## config.mk

```make
export PLATFORM = sky130hd
export DESIGN_NAME = ether_frame_tx
export DESIGN_NICKNAME = d
export VERILOG_FILES = /design/src/rtl/ether_frame_tx.sv
export SDC_FILE = /design/constraint.sdc
export NUM_CORES = 1
export LEC_CHECK = 0
export CAP_MARGIN = 20
export CORE_MARGIN = 3
export CORE_UTILIZATION = 40
export DETAILED_ROUTE_END_ITERATION = 10
export GPL_TIMING_DRIVEN = 1
export SYNTH_ARGS = -nofsm -noshare
export SYNTH_HDL_FRONTEND = slang
export SYNTH_SLANG_ARGS = --single-unit
```

## constraint.sdc

```tcl
create_clock -name clk -period 2.9 [get_ports clk]
set_clock_uncertainty 0.15 [all_clocks]
set_input_delay 0.87 -clock clk [delete_from_list [all_inputs] [get_ports clk]]
set_output_delay 0.87 -clock clk [all_outputs]
set_load 0.01 [all_outputs]
```

## src/rtl/ether_frame_tx.sv

```systemverilog
// ether_frame_tx: serialises one Ethernet II frame per start onto RMII TX (ETHER_TX_IFG_EN adds a 48-cycle inter-frame gap)
module ether_frame_tx #(
  parameter logic [47:0] SRC_MAC = 48'h0,
  parameter logic [47:0] DST_MAC = 48'h0,
  parameter logic [15:0] ETHERTYPE = 16'h0,
  parameter int PAYLOAD_LENGTH_BYTES = 5
) (
  input  logic clk,
  input  logic rst,
  input  logic [8*PAYLOAD_LENGTH_BYTES-1:0] payload,
  input  logic start,
  output logic busy,
  output logic txen,
  output logic [1:0] txd
);
  localparam int P = PAYLOAD_LENGTH_BYTES;
  localparam int PAD_B = (P >= 46) ? 0 : 46 - P;
  localparam logic [111:0] HDR = {DST_MAC, SRC_MAC, ETHERTYPE};
  typedef enum logic [2:0] {IDLE, PREAMBLE, HEADER, PAYLOAD, PAD, FCS, IFG} state_t;
`ifdef ETHER_TX_IFG_EN
  localparam state_t AFTER_FCS = IFG;
`else
  localparam state_t AFTER_FCS = IDLE;
`endif
  state_t state_q, state_d, nxt;
  logic [10:0] byte_q, byte_d, len;
  logic [1:0] dib_q, dib_d, txd_q, txd_d;
  logic [31:0] crc_q, crc_d;
  logic [8*P-1:0] pl_q, pl_d;
  logic [7:0] cur_byte;
  logic txen_q, txen_d, busy_q, busy_d, step, last;

  function automatic logic [31:0] crc2(input logic [31:0] c, input logic [1:0] d);
    logic [31:0] r;
    r = c;
    for (int i = 0; i < 2; i++) r = (r[0] ^ d[i]) ? (r >> 1) ^ 32'hEDB88320 : r >> 1;
    return r;
  endfunction

  // state/counters track the dibit on the wire now; outputs are computed for the next position so they can be registered
  always_comb begin
    len = state_q == PREAMBLE ? 11'd8 : state_q == HEADER ? 11'd14 : state_q == PAYLOAD ? 11'(P) :
          state_q == PAD ? 11'(PAD_B) : state_q == IFG ? 11'd48 : 11'd4;
    step = state_q == IFG || dib_q == 2'd3;
    last = step && byte_q == len - 11'd1;
    nxt = state_q == PREAMBLE ? HEADER : state_q == HEADER ? PAYLOAD : state_q == PAYLOAD ? (PAD_B > 0 ? PAD : FCS) :
          state_q == PAD ? FCS : state_q == FCS ? AFTER_FCS : IDLE;
    state_d = state_q == IDLE ? (start ? PREAMBLE : IDLE) : last ? nxt : state_q;
    byte_d = (state_q == IDLE || last) ? 11'd0 : byte_q + {10'd0, step};
    dib_d = (state_q == IDLE || last || state_q == IFG) ? 2'd0 : dib_q + 2'd1;
    pl_d = (state_q == IDLE && start) ? payload : pl_q;
    crc_d = state_q == IDLE ? 32'hFFFFFFFF :
            (state_q == HEADER || state_q == PAYLOAD || state_q == PAD) ? crc2(crc_q, txd_q) :
            state_q == FCS ? crc_q >> 2 : crc_q;
    cur_byte = state_d == PREAMBLE ? (byte_d == 11'd7 ? 8'hD5 : 8'h55) :
               state_d == HEADER ? 8'((HDR << {byte_d, 3'b0}) >> 104) :
               state_d == PAYLOAD ? 8'((pl_q << {byte_d, 3'b0}) >> (8 * P - 8)) : 8'h00;
    txen_d = !(state_d == IDLE || state_d == IFG);
    txd_d = !txen_d ? 2'b00 : state_d == FCS ? ~crc_d[1:0] : 2'(cur_byte >> {dib_d, 1'b0});
    busy_d = state_d != IDLE;
  end

  // single register stage for FSM, counters, CRC, latched payload and the PHY-facing outputs
  always_ff @(posedge clk) begin
    if (rst) begin
      state_q <= IDLE;
      byte_q <= '0;
      dib_q <= '0;
      crc_q <= 32'hFFFFFFFF;
      pl_q <= '0;
      txen_q <= 1'b0;
      txd_q <= 2'b00;
      busy_q <= 1'b0;
    end else begin
      state_q <= state_d;
      byte_q <= byte_d;
      dib_q <= dib_d;
      crc_q <= crc_d;
      pl_q <= pl_d;
      txen_q <= txen_d;
      txd_q <= txd_d;
      busy_q <= busy_d;
    end
  end

  assign busy = busy_q;
  assign txen = txen_q;
  assign txd = txd_q;
endmodule

```

Word-level counts from Yosys, hierarchy flattened --
Cells that the tools add are included.
Storage, ports and cells: register bits 92, bits in latches 0, memory bits (writable) 0, bits in read-only memories 0, input port bits 43, output and inout port bits 4, logic and storage cells 73, memories kept 0
Cells by class: add/sub/neg operators 3, multipliers 0, divide/modulo/power cells 0, $lt $le $gt $ge 0, eq/ne operators 14, shift-type cells 3, muxes and demuxes 24, bitwise logic cells 5, reductions and logical operators 15
Operators with widths (number):
- $mux W32 | 4
- $shl A1 B14 Y112 const A | 1
- $shl A40 B14 Y40 | 1
- $mux W8 | 4
- $mux W6 | 5
- $not A13 Y14 | 2
- $mux W3 | 6
- $eq A3 B3 Y1 const B | 5
- $eq A3 B2 Y1 const B | 4
- $add A11 B1 Y11 | 1
- $eq A11 B11 Y1 | 1
- $eq A11 B3 Y1 const B | 1
- $mux W11 | 1
- $shr A8 B3 Y2 | 1
- $sub A6 B1 Y7 const B | 1
- $eq A3 B1 Y1 const B | 2
- $logic_not A3 Y1 | 2
- $logic_or A1 B1 Y1 | 6
- $mux W2 | 3
- $reduce_or A2 Y1 | 2
- $reduce_bool A3 Y1 | 1
- $add A2 B1 Y2 const B | 1
- $eq A2 B2 Y1 const B | 1
- $logic_and A1 B1 Y1 | 2
- 5 further kinds | 6

Longest topological paths before layout --
Gate-level depths: netlist of the first run.
word-level depth 17, gate-level depth with buffers 15, gate-level depth less buffers 12

Worst setup path before layout of the first run --
Ideal clock, no wire load.
path type register -> register, from register state_q[1], to register txd_q[1] (netlist: txd[1]), library setup time 0.069 ns, arrival time 2.906 ns, data required time 2.681 ns, slack -0.225 ns, cell stages (with the launch flop) 15, path buffers 4, clock period less this slack 3.125 ns, cells stage by stage dfxtp_1 buf_4 clkbuf_1 buf_4 a31o_2 ha_1 ha_1 xor2_1 and3_1 clkbuf_1 a2111oi_0 nor3_1 o21ai_0 o32a_1 o21ai_1
On the way: word-level cells in the longest chain between the ends 17, elaborated cells on any way between the ends 50, those cells by class 2 x add/sub; 13 x eq/ne; 3 x shift; 21 x mux; 1 x bitwise; 10 x reduce/logical
Ends and longest elaborated chain:
- start: declaration | line 25 | state_t state_q, state_d, nxt;
- start signal: assignment | line 75 | state_q <= state_d;
- $eq A3 B3 Y1 | line 43, 44, 50
- $mux W6 (2 in a row) | line 43 | state_q == PAD ? 11'(PAD_B) : state_q == IFG ? 11'd48 : 11'd4;
- $mux W6 (3 in a row) | line 42 | len = state_q == PREAMBLE ? 11'd8 : state_q == HEADER ? 11'd14 : state_q == PAYLOAD ? 11'(P) :
- $sub A6 B1 Y7 | line 45 | last = step && byte_q == len - 11'd1;
- $eq A11 B11 Y1 | line 45
- $logic_and A1 B1 Y1 | line 45
- $logic_or A1 B1 Y1 or $mux W3 (tied branches) | line 49, 50, 48
- $mux W11 or $mux W3 (tied branches) | line 49, 48
- $shl A40 B14 Y40 or $eq A3 B2 Y1 (tied branches) | line 57 | state_d == PAYLOAD ? 8'((pl_q << {byte_d, 3'b0}) >> (8 * P - 8)) : 8'h00;
- $mux W8 | line 57
- $mux W8 | line 56 | state_d == HEADER ? 8'((HDR << {byte_d, 3'b0}) >> 104) :
- $mux W8 | line 55 | cur_byte = state_d == PREAMBLE ? (byte_d == 11'd7 ? 8'hD5 : 8'h55) :
- $shr A8 B3 Y2 | line 59 | txd_d = !txen_d ? 2'b00 : state_d == FCS ? ~crc_d[1:0] : 2'(cur_byte >> {dib_d, 1'b0});
- $mux W2 | line 59
- end signal: assignment | line 81 | txd_q <= txd_d;
- end: declaration | line 27 | logic [1:0] dib_q, dib_d, txd_q, txd_d;
Parallel ways exist; a longest one is shown, timed or not. The select of a mux whose other input is x is not followed. A chain may end at the register's enable or synchronous reset.

Final worst setup path of the first run --
from register dib_q[0], to register txd_q[1] (netlist: txd[1])
On the way: word-level cells in the longest chain between the ends 11, elaborated cells on any way between the ends 28, those cells by class 2 x add/sub; 7 x eq/ne; 3 x shift; 9 x mux; 7 x reduce/logical
Ends and longest elaborated chain:
- start: declaration | line 27
- start signal: assignment | line 77 | dib_q <= dib_d;
- parallel branches: the longest is 11 deep, another holds $add A11 B1 Y11
Parallel ways; which one is timed is not known.

==> results of run 1 <==
[critical path, delay by kind of cell (launching register included)]
family,cells,cell delay [ns]
compound gates,6,1.06
mux,1,0.21
flops,1,0.35
buf+inv,1,0.12
fa+ha+maj,3,0.74
simple gates,1,0.09
[layout make-up]
| class | instances | area [um^2] |
|---|---|---|
| repair buffers | 83 | 749 |
| multi-input cells | 437 | 2520 |
| fillers | 1020 | 5060 |
| inverters | 3 | 11.3 |
| well taps | 136 | 170 |
| flip-flops and latches | 92 | 1850 |
| clock inverters | 5 | 62.6 |
| clock buffers | 11 | 131 |
[per-layer routing]
metal	vias up	share of wire [%]	global-route usage, %
li1	2083	-	-
met1	1905	45	23.3
met2	113	48	31.2
met3	23	4.5	3.97
met4	0	2.3	6.73
met5	-	0	0
[placed cells by master, fill, tap and decap left out, drive strengths merged, types with 4 or more instances in the layout]
master	instances
nand2	133
dfxtp	92
a21oi	76
clkdlybuf4s50	45
nor2	41
buf	38
o21ai	26
nand3	20
xnor2	16
xor2	15
nor3	12
clkbuf	11
mux2i	9
o211ai	8
o221ai	7
a211oi	7
or3	6
nand2b	6
a31oi	5
and3	5
and2	4
ha	4
[cells in the mapped netlist, drive strengths merged (2+ instances only)]
library cell    n  area, um^2
a211oi          7        52.6
a21o            2        15.0
a21oi          76         388
a22oi           2        15.0
a31oi           5        31.3
and2            4        25.0
and3            5        36.3
buf            10        76.3
clkbuf         31         116
dfxtp          92        1840
ha              4        50.1
inv             3        11.3
mux2i           9        90.1
nand2         133         499
nand2b          6        37.5
nand3          20         100
nand4           3        18.8
nand4b          2        17.5
nor2           41         154
nor2b           3        18.8
nor3           12        65.1
nor4b           2        17.5
o211ai          8        60.1
o21ai          26         130
o221ai          7        61.3
o22ai           3        18.8
or3             6        37.5
or4             2        18.8
xnor2          16         148
xor2           15         131
[worst paths after layout]
check             startpoint  endpoint  slack (ns)  depth (start not counted)
setup reg to reg    dib_q[0]    txd[1]        0.08                         12
hold / removal       pl_q[9]   pl_q[9]        0.31                          2
hold reg to reg      pl_q[9]   pl_q[9]        0.31                          2
setup / recovery    dib_q[0]    txd[1]        0.08                         12
[sequential cells by signal, indices dropped and copies added (netlist names)]
signal and count:
pl_q 40, crc_q 32, byte_q 11, state_q 3, dib_q 2, txd 2
busy 1, txen 1
[power groups by stage]
stage,combinational [mW],clock [mW],sequential (mW)
finish,0.287,0.853,1.33
global route,0.318,0.936,1.34
CTS,0.286,0.888,1.33
detailed placement,0.284,0,1.36
global placement,0.282,0,1.36
floorplan,0.160,0,1.35
[kinds of logic after synthesis]
| family | Yosys count | share of synthesized area, % |
|---|---|---|
| buf+inv | 44 | 4.58 |
| flops | 92 | 41.4 |
| xor+xnor | 31 | 6.27 |
| compound gates | 146 | 19.6 |
| simple gates | 246 | 24.8 |
| fa+ha+maj | 4 | 1.12 |
| mux | 10 | 2.28 |
[metrics by stage]
stage	utilization [%]	std cells	setup TNS (ns)	total power [mW]
final	52.1	767	0	2.47
after global routing	52.1	767	-0.0330	2.59
after CTS	51.1	763	0	2.51
after detailed placement	49.1	747	0	1.65
after global placement	49.1	747	0	1.64
after floorplan	-	573	-0.0551	1.51
[timing repair]
item / 4_1_cts / 5_1_grt
gates cloned: 0 / 0
hold buffers: 0 / 0
gates resized for setup: 4 / 23
pin swaps: 0 / 3
buffers inserted: 0 / 4
setup endpoints to repair: 2 / 5
hold endpoints to repair: 0 / 0
==> metrics.md, run 1 <==
| Metric | Value |
|---|---|
| CTS Buf Count | 9 |
| Antenna violations before repair | 0 |
| GR Overflow Total | 0 |
| Clk sink count | between 90 and 100 |
| Detailed-route via count | slightly above 4000 |
| Synthesized Nets | between 600 and 700 |
| Seq pwr share | a little over half |
| CP cell instances | ha_1 > a31o_2 > ha_2 > ha_4 > buf_4 > mux2i_1 > a21oi_1 > a2111oi_1 > nor3_1 > o21ai_0 > o32a_1 > o21ai_1 |
| # IOs | between 40 and 50 |
| Fin Hold WS | 0.307 ns |
| Master of the slowest instance on the critical path | a2111oi_1 |
| Slew Limit Fails | 0 |
| Cell area after placement | 5180 um^2 |
| Slowest stage delay, CP | between 0.3 and 0.4 ns |
| Vias/cell | between 5 and 6 |
| Clock Tree Buf Depth | 2 |
| Routability cong. | between 0.9 and 1 |
| Core outline area | ~11000 um^2 |
| CP Capture Type | flip-flop |
| Logic pwr share | between 10 and 15% |
| Setup crit start kind | flip-flop |
| Final #Nets | between 600 and 700 |
| Final Cell Area | between 5000 and 6000 um^2 |
| Wire per inst | 15.1 um |
| Die X | 112 um |
| Buffers on Ports | 46 |
| H-tree Lvls | 3 |
| Final hold viol count | 0 |
| Final Critical Period | about 2.8 ns |
| Critical path peak fanout | 9 |
| Clk network pwr share | between 30 and 40% |
| Final setup fails | 0 |
| Root buf cell | clkbuf_8 |
| Detail Route Antenna Nets | 0 |
| Die height | 112 um |
| Main synth FF type | dfxtp_1 |
| P_int | 1.84 mW |
| Reg clk slew, reported paths | roughly 0.090 ns |
| Post-detailed-placement half-perimeter wirelength | 8430 um |
| Worst hold path class | flip-flop to flip-flop |
| DRC violations left | 0 |
| Worst-margin pin slew | roughly 0.74 ns |
| EDFF count, synth | 0 |
| Status | finished, final reports clean |
| Die Area | about 12000 um^2 |
| Seq/Total Area, Yosys | between 40% and 50% |
| Syn Area/Cell | a little under 8 um^2 |
| Clk_lat worst skew | 0.37 ns |
| Total of max-cap violations | 0 |
| Pre-antenna DRT Iters | 5 |
| Share of layout cells above drive strength 1 | 13.8% |
| GRT Total Usage | between 10% and 20% |
| Power Density | 449 nW/um^2 |
| Sw power | around 0.63 mW |
| Pre-CTS setup slack | around 0.0053 ns |
| Synthesized area | 4450 um^2 |
| Crit Path Category | flip-flop to flip-flop |
| Inserted Diodes | 0 |
| Initial Util | approximately 42% |
| Worst setup margin | around 0.080 ns |
| Total wire length | around 12000 um |
| Switching Fraction | between 20% and 30% |
| Number of global-route vias before repair | roughly 3900 |
| Crit path DAT | ~3 ns |
| Synth Register Bits | 92 |
| Worst Path Required | approximately 3.0 ns |
| Crit share post-route | between 90 and 100% |
| Worst vdd rail ir drop | 0.320 mV |
| Async SR Flop Fraction | 0% |
| Post-Syn Instances | 573 |
| Leak | around 2.0 nW |
| Distinct cells, synth | between 50 and 60 |
| First-pass GRT wire length | 18700 um |
| RSZ-0062 raised after global routing | true |
| Ys Warns | 0 |
| FP Rows | 37 |
| Initial DRC Count | between 200 and 300 |
| Fmax | approximately 0.35 GHz |
| Headroom to the max-slew limit | around half |
| CTS tree | done |
| Largest net degree at the start of global routing | 41 |
| Area grow syn2layout | 23.5% |
Power figures use the tool's default switching activity.
==> run 2: changes to the inputs <==
--- a/config.mk
+++ b/config.mk
@@ -10,6 +10,7 @@
 export CORE_UTILIZATION = 40
 export DETAILED_ROUTE_END_ITERATION = 10
 export GPL_TIMING_DRIVEN = 1
+export PLACE_DENSITY_LB_ADDON = 0.15
 export SYNTH_ARGS = -nofsm -noshare
 export SYNTH_HDL_FRONTEND = slang
 export SYNTH_SLANG_ARGS = --single-unit
==> metrics.md, run 2 (synthesized netlist as in run 1, its figures left out) <==
| Metric | Value |
|---|---|
| R2R cell count | 12 (unchanged) |
| Worst vdd rail ir drop | 0.221 mV (was 0.320 mV) |
| Sw power | 0.636 mW (was 0.630 mW) |
| Final setup fails | 0 (unchanged) |
| Critical path peak fanout | 5 (was 9) |
| CTS Buf Count | 9 (unchanged) |
| Detailed-route via count | 4170 (was 4124) |
| Post-route core utilization | 52.4% (was 52.1%) |
| Initial DRC Count | 268 (unchanged) |
| Worst Hold Depth | 2 (unchanged) |
| Number of global-route vias before repair | 3965 (was 3876) |
| Final Cell Area | 5530 um^2 (was 5500 um^2) |
| Final Power | 2.56 mW (was 2.47 mW) |
| Total of max-cap violations | 0 (unchanged) |
| Worst-margin pin slew | 0.694 ns (was 0.745 ns) |
| Pre-antenna DRT Iters | 5 (unchanged) |
| Most frequent cells in the layout | nand2_1 (131), dfxtp_1 (88), a21oi_1 (74) (was nand2_1 (132), dfxtp_1 (88), a21oi_1 (74)) |
| CP delay by family, top | simple AND/OR/NAND/NOR gates (was compound AO/OA/AOI/OAI gates) |
| Master of the slowest instance on the critical path | dfxtp_2 (was a2111oi_1) |
| H-tree Lvls | 3 (unchanged) |
| GRT Total Usage | 18.4% (was 18.5%) |
| Seq pwr share | 52.0% (was 53.9%) |
| Switching Fraction | 24.9% (was 25.5%) |
| Initial Util | 42.2% (unchanged) |
| Worst setup margin | 0.129 ns (was 0.0805 ns) |
| Total wire length | 11500 um (was 11600 um) |
| DRC violations left | 0 (unchanged) |
| Share of layout cells above drive strength 1 | 13.7% (was 13.8%) |
| FF-to-FF Start | dib_q[0] (unchanged) |
| Setup crit start kind | flip-flop (unchanged) |
| Die height | 112 um (unchanged) |
| DP Cell Count | 747 (unchanged) |
| Core outline area | 10600 um^2 (unchanged) |
| Finished Layout Cells | 764 (was 767) |
| Cell area after placement | 5180 um^2 (unchanged) |
| # IOs | 47 (unchanged) |
| CTS tree | done (unchanged) |
| Pre-CTS setup slack | 0.0557 ns (was 0.00527 ns) |
| Fmax | 0.361 GHz (was 0.355 GHz) |
| Clk sink count | 92 (unchanged) |
| First-pass GRT wire length | 19000 um (was 18700 um) |
| Fin Hold WS | 0.306 ns (was 0.307 ns) |
| Largest net degree at the start of global routing | 36 (was 41) |
| Worst hold path class | flip-flop to flip-flop (unchanged) |
| Status | finished, final reports clean (unchanged) |
| Buffers on Ports | 46 (unchanged) |
| Worst Path Required | 3.06 ns (was 3.00 ns) |
| Post-detailed-placement half-perimeter wirelength | 8290 um (was 8430 um) |
| Crit share post-route | 95.5% (was 97.2%) |
| CP Capture Point | txd[1] (unchanged) |
| CP Capture Type | flip-flop (unchanged) |
| Wire per inst | 15.0 um (was 15.1 um) |
| Die X | 112 um (unchanged) |
| R2R Path End | txd[1] (unchanged) |
| Max reg flops | 40 (unchanged) |
| Clk network pwr share | 36.7% (was 34.5%) |
| Vias/cell | 5.46 (was 5.38) |
| Leading cell type in the layout, fill and taps excluded | nand2_1 (unchanged) |
| Detail Route Antenna Nets | 0 (unchanged) |
| Largest register by flop count | pl_q (unchanged) |
| FP Rows | 37 (unchanged) |
| Logic pwr share | 11.3% (was 11.6%) |
| Die Area | 12400 um^2 (unchanged) |
| CP Launch Point | dib_q[0] (unchanged) |
| Cell count along the critical path | 12 (unchanged) |
| Power Density | 463 nW/um^2 (was 449 nW/um^2) |
| P_int | 1.92 mW (was 1.84 mW) |
| Area grow syn2layout | 24.1% (was 23.5%) |
| Worst Path Buf+Inv | 0 (was 1) |
| GR Overflow Total | 0 (unchanged) |
| Final hold viol count | 0 (unchanged) |
| Reg clk slew, reported paths | 0.09 ns (about the same) |
| Final Critical Period | 2.77 ns (was 2.82 ns) |
| CP cell instances | ha_2 > a31o_2 > ha_2 > ha_4 > nand3_4 > nor3_2 > and3_1 > xor2_1 > a2111o_1 > nor4_1 > o211ai_1 > o21ai_1 (was ha_1 > a31o_2 > ha_2 > ha_4 > buf_4 > mux2i_1 > a21oi_1 > a2111oi_1 > nor3_1 > o21ai_0 > o32a_1 > o21ai_1) |
| Crit path DAT | 2.93 ns (was 2.92 ns) |
| R2r setup slk | 0.13 ns (was 0.08 ns) |
| Crit Path Category | flip-flop to flip-flop (unchanged) |
| Inserted Diodes | 0 (unchanged) |
| Fin Setup TNS | 0 ns (unchanged) |
| Slew Limit Fails | 0 (unchanged) |
| Crit-path most repeated cell | ha_2 |
| Top Registers | pl_q x40, crc_q x32, byte_q x11 (unchanged) |
| Leak | 2.03 nW (was 2.01 nW) |
| Routability cong. | 0.938 (was 0.904) |
| CTS Hold Bufs | 0 (unchanged) |
| Slowest stage delay, CP | 0.37 ns (was 0.39 ns) |
| Final #Nets | 671 (was 673) |
| Root buf cell | clkbuf_8 (unchanged) |
| Clock Tree Buf Depth | 2 (unchanged) |
| Antenna violations before repair | 0 (unchanged) |
| Clk_lat worst skew | 0.36 ns (was 0.37 ns) |
| Headroom to the max-slew limit | 53.2% (was 49.8%) |
-- run 2: changes by cell type in the layout (fill, tap and decap cells not counted), moves of 2 or more --
cell / previous run / this run
buf_4: 35 / 33
clkbuf_1: 2 / 0
nand3_4: 0 / 2
clkinvlp_4: 2 / 0
clkinv_2: 0 / 2
-- run 2: worst min-delay path by stage --
stage / start / to / slack [ns]
5_1_grt: pl_q[24] / pl_q[24] / 0.33
3_5_place_dp: pl_q[27] / pl_q[27] / 0.30
4_1_cts: pl_q[27] / pl_q[27] / 0.31
6_report: pl_q[27] / pl_q[27] / 0.31
2_1_floorplan: pl_q[18] / pl_q[18] / 0.28
3_3_place_gp: pl_q[27] / pl_q[27] / 0.29
-- run 2: layout make-up --
class	instances	area, um^2
clock buffer	9	124
tap	136	170
inverter	3	11.3
sequential	92	1850
clock inverter	6	87.6
fill	1007	5030
multi-input combinational	437	2550
timing repair buffer	81	734
-- run 2: metal layers --
metal / global-route usage [%] / share of wire [%] / wire, um
met1: 23.8 / 45 / 5130
met2: 31.1 / 48 / 5500
met3: 3.53 / 5.6 / 647
met4: 5.76 / 1.6 / 178
met5: 0 / 0 / 0
-- run 2: repair_timing --
action,in CTS,in global routing
setup endpoints to repair,0,10
gates resized for setup,0,31
buffers inserted,0,2
-- run 2: tightest hold or removal path, cell delays in order (launching register included) --
cell,delay [ns]
dfxtp_1,0.31
nand2_1,0.05
a21oi_1,0.05
-- run 2: power groups by stage --
| stage | Sequential [mW] | Clock, mW | Combinational [mW] |
|---|---|---|---|
| final | 1.33 | 0.940 | 0.288 |
| after global routing | 1.34 | 1.02 | 0.317 |
| after CTS | 1.33 | 0.958 | 0.286 |
| after detailed placement | 1.36 | 0 | 0.285 |
| after global placement | 1.36 | 0 | 0.282 |
| after floorplan | 1.35 | 0 | 0.160 |
==> run 3: changes to the inputs <==
--- a/config.mk
+++ b/config.mk
@@ -7,7 +7,7 @@
 export LEC_CHECK = 0
 export CAP_MARGIN = 20
 export CORE_MARGIN = 3
-export CORE_UTILIZATION = 40
+export CORE_UTILIZATION = 51
 export DETAILED_ROUTE_END_ITERATION = 10
 export GPL_TIMING_DRIVEN = 1
 export PLACE_DENSITY_LB_ADDON = 0.15
==> metrics.md, run 3 (synthesized netlist as in run 1, its figures left out) <==
| Metric | Value |
|---|---|
| Status | finished, final reports clean (unchanged) |
| H-tree Lvls | 3 (unchanged) |
| Fill cells | 729 (was 1007) |
| Core outline area | 8340 um^2 (was 10600 um^2) |
| Detailed-route via count | 4138 (was 4170) |
| Share of layout cells above drive strength 1 | 13.8% (was 13.7%) |
| CTS tree | done (unchanged) |
| Buffers on Ports | 46 (unchanged) |
| Largest net degree at the start of global routing | 41 (was 36) |
| CP Capture Type | flip-flop (unchanged) |
| Clk sink count | 92 (unchanged) |
| GR Layer Usage met3 | 3.30% (was 3.53%) |
| RSZ-0062 raised after global routing | true |
| Fin Setup TNS | 0 ns (unchanged) |
| Crit share post-route | 97.3% (was 95.5%) |
| Final hold viol count | 0 (unchanged) |
| Post-route core utilization | 65.7% (was 52.4%) |
| Leading cell type in the layout, fill and taps excluded | nand2_1 (unchanged) |
| GR Overflow Total | 0 (unchanged) |
| Finished Layout Cells | 737 (was 764) |
| Antenna violations before repair | 0 (unchanged) |
| Critical path peak fanout | 5 (unchanged) |
| Worst-margin pin slew | 0.675 ns (was 0.694 ns) |
| Met2 Use GR | 39.4% (was 31.1%) |
| Die Area | 9890 um^2 (was 12400 um^2) |
| Max reg flops | 40 (unchanged) |
| Fmax | 0.355 GHz (was 0.361 GHz) |
| Power Density | 473 nW/um^2 (was 463 nW/um^2) |
| Post-detailed-placement half-perimeter wirelength | 8080 um (was 8290 um) |
| Wire per inst | 15.5 um (was 15.0 um) |
| Worst vdd rail ir drop | 0.258 mV (was 0.221 mV) |
| Final #Nets | 674 (was 671) |
| CTS Buf Count | 9 (unchanged) |
| Detail Route Antenna Nets | 0 (unchanged) |
| Final Cell Area | 5480 um^2 (was 5530 um^2) |
| Die height | 99.4 um (was 112 um) |
| Pre-antenna DRT Iters | 4 (was 5) |
| Most frequent cells in the layout | nand2_1 (131), dfxtp_1 (88), a21oi_1 (74) (unchanged) |
| Number of global-route vias before repair | 4002 (was 3965) |
| Cell area after placement | 5160 um^2 (was 5180 um^2) |
| Area grow syn2layout | 23.1% (was 24.1%) |
| Initial Util | 53.4% (was 42.2%) |
| Headroom to the max-slew limit | 54.5% (was 53.2%) |
| DP Cell Count | 720 (was 747) |
| Initial DRC Count | 196 (was 268) |
| Final Critical Period | 2.82 ns (was 2.77 ns) |
| Reg clk slew, reported paths | 0.09 ns (about the same) |
| CTS Hold Bufs | 0 (unchanged) |
| Root buf cell | clkbuf_8 (unchanged) |
| Clk_lat worst skew | 0.36 ns (about the same) |
| Crit path DAT | 2.97 ns (was 2.93 ns) |
| Fin Hold WS | 0.305 ns (was 0.306 ns) |
| Leak | 2.03 nW (about the same) |
| Slew Limit Fails | 0 (unchanged) |
| Routability cong. | 0.924 (was 0.938) |
| Final Power | 2.59 mW (was 2.56 mW) |
| First-pass GRT wire length | 19100 um (was 19000 um) |
| Inserted Diodes | 0 (unchanged) |
| # IOs | 47 (unchanged) |
| DRC violations left | 0 (unchanged) |
| Crit Path Category | flip-flop to flip-flop (unchanged) |
| Worst setup margin | 0.0792 ns (was 0.129 ns) |
| Total wire length | 11400 um (was 11500 um) |
| Clock Tree Buf Depth | 2 (unchanged) |
| Worst hold path class | flip-flop to flip-flop (unchanged) |
| Worst Path Required | 3.05 ns (was 3.06 ns) |
| Top Registers | pl_q x40, crc_q x32, byte_q x11 (unchanged) |
| Vias/cell | 5.61 (was 5.46) |
| Largest register by flop count | pl_q (unchanged) |
| Total of max-cap violations | 0 (unchanged) |
| Die X | 99.4 um (was 112 um) |
| Pre-CTS setup slack | 0.0248 ns (was 0.0557 ns) |
| FP Rows | 33 (was 37) |
| Final setup fails | 0 (unchanged) |
| Grt met1 use | 31.2% (was 23.8%) |
| Setup crit start kind | flip-flop (unchanged) |
| Layer with the highest usage | met2 (unchanged) |
| GRT Total Usage | 23.5% (was 18.4%) |
run 3: area by class of cell:
cell class              instances  area (um^2)  area share, %
flip-flops and latches         92         1850           33.8
clock inverters                 6         95.1           1.73
clock buffers                  10          128           2.33
inverters                       3         13.8          0.251
repair buffers                 84          741           13.5
well taps                     105          131           2.40
multi-input cells             437         2520           46.0
run 3: path summary, 6_finish.rpt:
kind                                from        to  slack [ns]  cells past startpoint
worst min-delay path            pl_q[24]  pl_q[24]        0.30                      2
worst max-delay path            dib_q[1]    txd[1]        0.08                     12
worst max register to register  dib_q[1]    txd[1]        0.08                     12
worst min register to register  pl_q[24]  pl_q[24]        0.30                      2
run 3: repair_timing:
action,CTS,global route
hold endpoints to repair,0,0
endpoints found under the setup margin,1,5
pin swaps,1,5
gates resized for setup,1,27
setup buffers,0,1
run 3: metal layers:
layer  part of all wire, %  wire length, um
met5                     0                0
met1                    45             5140
met2                    49             5550
met4                   2.1              235
met3                   4.3              490
run 3: power by group:
group	total, mW	switching (mW)	internal, mW
combinational	0.286	0.152	0.134
clock	0.975	0.480	0.495
sequential	1.33	0.0263	1.30
run 3: worst max-delay path: stages, from the launching register on:
cell,delay [ns]
dfxtp_1,0.38
ha_4,0.15
a31o_2,0.11
ha_2,0.19
ha_4,0.22
nand3_4,0.12
nor3_4,0.21
and3_1,0.19
xor2_1,0.09
a2111o_1,0.43
nor4_2,0.28
o211ai_1,0.13
o21ai_1,0.10
